### config.mk
export PLATFORM = sky130hd
export DESIGN_NAME = spi_flash_read_master
export DESIGN_NICKNAME = d
export VERILOG_FILES = /design/src/rtl/spi_flash_read_master.sv
export SDC_FILE = /design/constraint.sdc
export NUM_CORES = 1
export LEC_CHECK = 0
export BUFFER_PORTS_ARGS = -buffer_cell sky130_fd_sc_hd__buf_2
export CORE_AREA = 2 2 117 165
export CTS_CLUSTER_SIZE = 14
export DETAILED_ROUTE_END_ITERATION = 8
export DIE_AREA = 0 0 119 167
export PLACE_DENSITY = 0.46
export RECOVER_POWER = 100
export SYNTH_ARGS = -nofsm -noshare
export SYNTH_HDL_FRONTEND = slang
export SYNTH_SLANG_ARGS = --single-unit
### constraint.sdc
create_clock -name clock -period 6 [get_ports clock]
set_clock_uncertainty 0.1 [all_clocks]
set_input_delay 0.6 -clock clock [delete_from_list [all_inputs] [get_ports clock]]
set_output_delay 0.6 -clock clock [all_outputs]
set_load 0.005 [all_outputs]
### src/rtl/spi_flash_read_master.sv
// SPI/QSPI fast-read initiator (SCK mode 0): one read request becomes one flash
// transaction, bytes stream out on resp_*. Define SPI_FLASH_ADDR4_EN for 4-byte addressing.
module spi_flash_read_master #(
    parameter int CLK_DIV        = 2,
    parameter int LEN_BITS       = 8,
    parameter int CS_HIGH_CYCLES = 4
) (
    input  logic                clock,
    input  logic                reset_n,
    input  logic                req_valid,
    output logic                req_ready,
    input  logic [31:0]         req_addr,
    input  logic [LEN_BITS-1:0] req_len,
    input  logic                req_quad,
    output logic                resp_valid,
    output logic [7:0]          resp_data,
    output logic                resp_last,
    input  logic                resp_ready,
    output logic                sck,
    output logic                cs,
    output logic [3:0]          dq_out,
    output logic [3:0]          dq_drive,
    input  logic [3:0]          dq_in
);
`ifdef SPI_FLASH_ADDR4_EN
    localparam int         ADDR_BITS  = 32;
    localparam logic [7:0] CMD_SINGLE = 8'h0C;
    localparam logic [7:0] CMD_QUAD   = 8'hEC;
`else
    localparam int         ADDR_BITS  = 24;
    localparam logic [7:0] CMD_SINGLE = 8'h0B;
    localparam logic [7:0] CMD_QUAD   = 8'hEB;
    logic unused_addr_hi;
    assign unused_addr_hi = ^req_addr[31:ADDR_BITS];
`endif
    localparam int         TXW      = 8 + ADDR_BITS;
    localparam int         CSW      = $clog2(CS_HIGH_CYCLES + 1);
    localparam logic [7:0] DIV_LAST = 8'(CLK_DIV - 1);

    typedef enum logic [2:0] {IDLE, CMD, ADDR, DUMMY, DATA, CS_HOLD} state_t;
    state_t state, state_d;

    logic [7:0]          div_cnt;
    logic [5:0]          bit_cnt;
    logic [5:0]          byte_sck;
    logic [TXW-1:0]      tx_sr;
    logic [7:0]          rx_sr, rx_next;
    logic [LEN_BITS-1:0] len_cnt;
    logic [CSW-1:0]      cs_cnt;
    logic                quad_q, fin;
    logic                active, accept, stall, lo_end, hi_end, bit_last;

    assign active    = state inside {CMD, ADDR, DUMMY, DATA};
    assign req_ready = (state == IDLE) && (cs_cnt == '0);
    assign accept    = req_valid && req_ready;
    assign byte_sck  = quad_q ? 6'd2 : 6'd8;
    assign bit_last  = (bit_cnt == 6'd1);
    // Hold SCK low before the first rising edge of a byte while the output slot is still full.
    assign stall     = (state == DATA) && !fin && (bit_cnt == byte_sck) && resp_valid && !resp_ready;
    assign lo_end    = active && !sck && (div_cnt == DIV_LAST) && !stall;
    assign hi_end    = active && sck && (div_cnt == DIV_LAST);
    assign rx_next   = quad_q ? {rx_sr[3:0], dq_in} : {rx_sr[6:0], dq_in[1]};

    always_comb begin
        state_d  = state;
        cs       = 1'b1;
        dq_out   = 4'b0000;
        dq_drive = 4'b0000;
        case (state)
            IDLE: if (accept && req_len != '0) state_d = CMD;
            CMD: begin
                cs       = 1'b0;
                dq_out   = {3'b000, tx_sr[TXW-1]};
                dq_drive = 4'b0001;
                if (hi_end && bit_last) state_d = ADDR;
            end
            ADDR: begin
                cs = 1'b0;
                if (quad_q) begin
                    dq_out   = tx_sr[TXW-1 -: 4];
                    dq_drive = 4'b1111;
                end else begin
                    dq_out   = {3'b000, tx_sr[TXW-1]};
                    dq_drive = 4'b0001;
                end
                if (hi_end && bit_last) state_d = DUMMY;
            end
            DUMMY: begin
                cs = 1'b0;
                if (hi_end && bit_last) state_d = DATA;
            end
            DATA: begin
                cs = 1'b0;
                // fin: the last byte is done, one trailing low phase precedes CS rise
                if (fin && lo_end) state_d = CS_HOLD;
            end
            CS_HOLD: if (cs_cnt <= CSW'(1)) state_d = IDLE;
            default: state_d = IDLE;
        endcase
    end

    always_ff @(posedge clock or negedge reset_n) begin
        if (!reset_n) begin
            state      <= IDLE;
            sck        <= 1'b0;
            div_cnt    <= '0;
            bit_cnt    <= '0;
            tx_sr      <= '0;
            rx_sr      <= '0;
            len_cnt    <= '0;
            quad_q     <= 1'b0;
            fin        <= 1'b0;
            cs_cnt     <= CSW'(CS_HIGH_CYCLES);
            resp_valid <= 1'b0;
            resp_data  <= '0;
            resp_last  <= 1'b0;
        end else begin
            state <= state_d;
            if (cs_cnt != '0) cs_cnt <= cs_cnt - CSW'(1);
            if (resp_valid && resp_ready) begin
                resp_valid <= 1'b0;
                resp_last  <= 1'b0;
            end
            if (accept) begin
                tx_sr   <= {req_quad ? CMD_QUAD : CMD_SINGLE, req_addr[ADDR_BITS-1:0]};
                len_cnt <= req_len;
                quad_q  <= req_quad;
                bit_cnt <= 6'd8;
                div_cnt <= '0;
                sck     <= 1'b0;
                fin     <= 1'b0;
            end
            if (active && !stall) begin
                if (div_cnt != DIV_LAST) begin
                    div_cnt <= div_cnt + 8'd1;
                end else if (!sck) begin
                    div_cnt <= '0;
                    if (fin) begin
                        cs_cnt <= CSW'(CS_HIGH_CYCLES - 1);
                    end else begin
                        sck <= 1'b1;
                        if (state == DATA) begin
                            rx_sr <= rx_next;
                            if (bit_last) begin
                                resp_data  <= rx_next;
                                resp_valid <= 1'b1;
                                resp_last  <= (len_cnt == LEN_BITS'(1));
                                len_cnt    <= len_cnt - LEN_BITS'(1);
                            end
                        end
                    end
                end else begin
                    div_cnt <= '0;
                    sck     <= 1'b0;
                    bit_cnt <= bit_cnt - 6'd1;
                    case (state)
                        CMD: begin
                            tx_sr <= tx_sr << 1;
                            if (bit_last) bit_cnt <= quad_q ? 6'(ADDR_BITS / 4) : 6'(ADDR_BITS);
                        end
                        ADDR: begin
                            tx_sr <= quad_q ? (tx_sr << 4) : (tx_sr << 1);
                            if (bit_last) bit_cnt <= 6'd8;
                        end
                        DUMMY: if (bit_last) bit_cnt <= byte_sck;
                        DATA: if (bit_last) begin
                            if (len_cnt == '0) fin <= 1'b1;
                            else bit_cnt <= byte_sck;
                        end
                        default: ;
                    endcase
                end
            end
        end
    end
endmodule

==> out/metrics.yaml <==
clock_network:
  cts_root_buffer: "clkbuf_16"
  cts_resized: 0
  cts_tree: "built"
  postCtsSetupBuffers: 0
  clock_sinks: 80
  cts_made_buffers: 9
  clkTransAtPathRegs_ns: 0.06
  clock_path_buffers: 2
  ctsHtreeMaxLevel: 3
  clk_latency_ns: 0.34
  hold_buffers: 0
synthesis:
  synth_warnings: 0
  syn_nets: 560
  ys_async_sr_fraction_pct: 100.0
  yosysSeqAreaShare_pct: 44.24
  ys_seq_elements: 80
  syn_area_per_cell_um2: 9.038
  netlist_area_um2: 4528
  synth_ff_type: "dfrtp_1"
  synth_cell_types: 61
  syn_inst: 501
  synth_edf_count: 0
critical_path:
  reg2reg_from: "bit_cnt[1]$_DFF_PN0_"
  rrSetupSlack_ns: 1.95
  critPathRequiredTime_ns: 6.13
  critPathMaxFanout: 35
  cp-startpoint: "bit_cnt[1]$_DFF_PN0_"
  cp.arrival_ns: 4.18
  critPathKind: "flop to flop"
  crit_path_end_kind: "flop"
  start_kind: "flop"
run:
  drv_cap: 2
place:
  dpl-instance-area_um2: 5011
  io_buffers: 61
  preCtsSetupSlack_ns: 2.968
  dp_hpwl_mm: 8.611
  gp_congestion: 0.7990
detailed_routing:
  drt-pass1-iter-count: 5
  drc: 0
  drt_iter0_drc: 254
  vias: 3873
  routed_wl_mm: 12.54
  antenna_left: 0
  post_drt_wl_per_cell_um: 15.85
  via_per_inst: 4.896
global_route:
  antenna_found_initial: 0
  grt_max_degree: 50
  grt_overflow: 0
  grt_use_total_pct: 12.87
  grt-busiest-layer: "met2"
  grt.met1_usage_pct: 16.01
  grt_pass1_wl_mm: 20.62
  grtUsageMet3_pct: 2.397
  met2_usage_pct: 21.94
  grt_pass1_vias: 3964
cells_and_area:
  final_core_util_pct: 28.73
  area_growth_syn_to_layout_pct: 16.63
  nNetsFinal: 601
  diodes: 0
  drive_gt1_share_pct: 13.89
  stdcell_area_um2: 5281
floorplanning:
  die_area_um2: 19870
  die_w_um: 119
  fp.coreArea_um2: 18380
  ios: 70
  die_h_um: 167
  initial_core_util_pct: 24.63
  rows: 59
power:
  vdd_drop_max_mv: 0.1520
  p_per_area_nw_per_um2: 441.6
  p_leak_uw: 0.002315
timing:
  fin_crit_sh_pct: 67.56
  setup_violations: 0
  fin_setup_tns_ns: 0
  fmax_mhz: 246.7
  finalHoldViolCount: 0
  setup_ws_ns: 1.946
  relSlewSlack_pct: -24.54
  rsz0062_at_grt: "false"
  layout_min_cycle_time_ns: 4.054
  finalMaxSlewViolations: 71
  tightest_slew_ns: 1.868
hold_path:
  hold_path_class: "input pin to flop"
  holdCritStartpoint: "req_len[6]"
status:
  status: "finished, violations left"
  violations: "capacitance limit, slew limit"
==> per-layer routing <==
layer,vias to the layer above,share of wire (%)
met5,-,0
met2,88,51
met3,10,4.3
li1,1904,-
met1,1871,44
met4,0,1.0
==> placed cells by master (no fill, tap or decap), drive strengths merged, types with 3 or more instances in the layout <==
cell | Yosys | final
nor2 | 30 | 30
nor3 | 11 | 11
a211o | 4 | 4
dfrtp | 79 | 79
mux2i | 14 | 14
nand2 | 89 | 89
and2 | 8 | 8
inv | 12 | 12
nor2b | 3 | 3
a21oi | 38 | 38
a31oi | 3 | 3
a22oi | 5 | 5
nand2b | 8 | 8
o31ai | 5 | 5
xor2 | 3 | 3
o21ai | 36 | 36
a221o | 22 | 22
ha | 10 | 10
nor4 | 9 | 9
o211ai | 8 | 8
nand4 | 3 | 3
and3 | 5 | 5
buf | 20 | 54
nand3 | 18 | 18
xnor2 | 4 | 4
clkbuf | 15 | 22
==> area by class of cell <==
cell class                 count  area [um2]
tap                          244       305.3
multi-input combinational    374        2295
clock buffer                  11       232.7
fill                        1956       13100
clock inverter                 5       81.33
timing repair buffer          65       319.1
sequential                    80        2003
inverter                      12       45.04
==> through the flow <==
stage          hold WS [ns]  cells  total power [uW]
6_report             0.3790    791              2332
5_1_grt              0.3896    791              2511
4_1_cts              0.1054    791              2366
3_5_place_dp         0.3739    775              1760
3_3_place_gp         0.3671    775              1728
2_1_floorplan        0.2044    501              1525
==> cells by family after synthesis <==
group | Yosys count | share of synthesized area [%]
AO/OA/AOI/OAI | 144 | 21.72
XOR/XNOR | 7 | 1.354
adder cells (fa/ha/maj) | 10 | 2.763
buffers and inverters | 47 | 4.531
flip-flops | 80 | 44.24
multiplexers | 16 | 3.675
AND/OR/NAND/NOR | 197 | 21.72
==> synthesized netlist by cell type, types with 3 or more instances <==
cell type	count	area [um2]
nand2_1	89	334.1
dfrtp_1	79	1977
a21oi_1	37	185.2
o21ai_0	36	180.2
nor2_1	30	112.6
a221o_1	22	220.2
nand3_1	18	90.09
clkbuf_1	15	56.30
mux2i_1	14	140.1
inv_1	12	45.04
buf_2	11	55.05
ha_1	10	125.1
nor3_1	9	45.04
and2_1	8	50.05
nand2b_1	8	50.05
o211ai_1	8	60.06
nor4_1	7	43.79
a22oi_1	5	37.54
and3_1	5	31.28
buf_1	5	18.77
o31ai_1	5	37.54
a211o_1	4	35.03
buf_4	4	30.03
xnor2_1	4	35.03
a31oi_1	3	18.77
nand4_1	3	18.77
nor2b_1	3	18.77
xor2_1	3	26.28
==> power breakdown <==
part	leakage [uW]	switching (uW)	internal [uW]
Sequential	0.00103	237	725
Combinational	0.00114	425	352
Clock	0.000150	229	365
==> sequential cells by signal, summed over array words and instances (netlist names), 3 cells and up <==
| signal | flops |
|---|---|
| rx_sr | 7 |
| len_cnt | 8 |
| tx_sr | 32 |
| cs_cnt | 3 |
| state | 3 |
| resp_data | 8 |
| bit_cnt | 6 |
| div_cnt | 8 |
==> worst paths after layout <==
kind                                                  to  cells after the start
worst max-delay path                len_cnt[4]$_DFF_PN0_                      7
worst min-delay path                len_cnt[6]$_DFF_PN0_                      2
worst max register to register      len_cnt[4]$_DFF_PN0_                      7
worst min register to register  resp_data[7]$_DFFE_PN0P_                      2
max in group asynchronous             quad_q$_DFFE_PN0P_                      2
min in group asynchronous         div_cnt[6]$_DFFE_PN0P_                      1
==> critical path, cell delays in order, from the launching register on <==
cell and delay (ns):
dfrtp_1 0.44, inv_1 0.11, ha_1 0.14, nor2b_1 0.31, and2_0 0.67, nand4b_1 1.18
mux2_1 0.71, a221o_1 0.29
(Power assumes the default switching activity.)
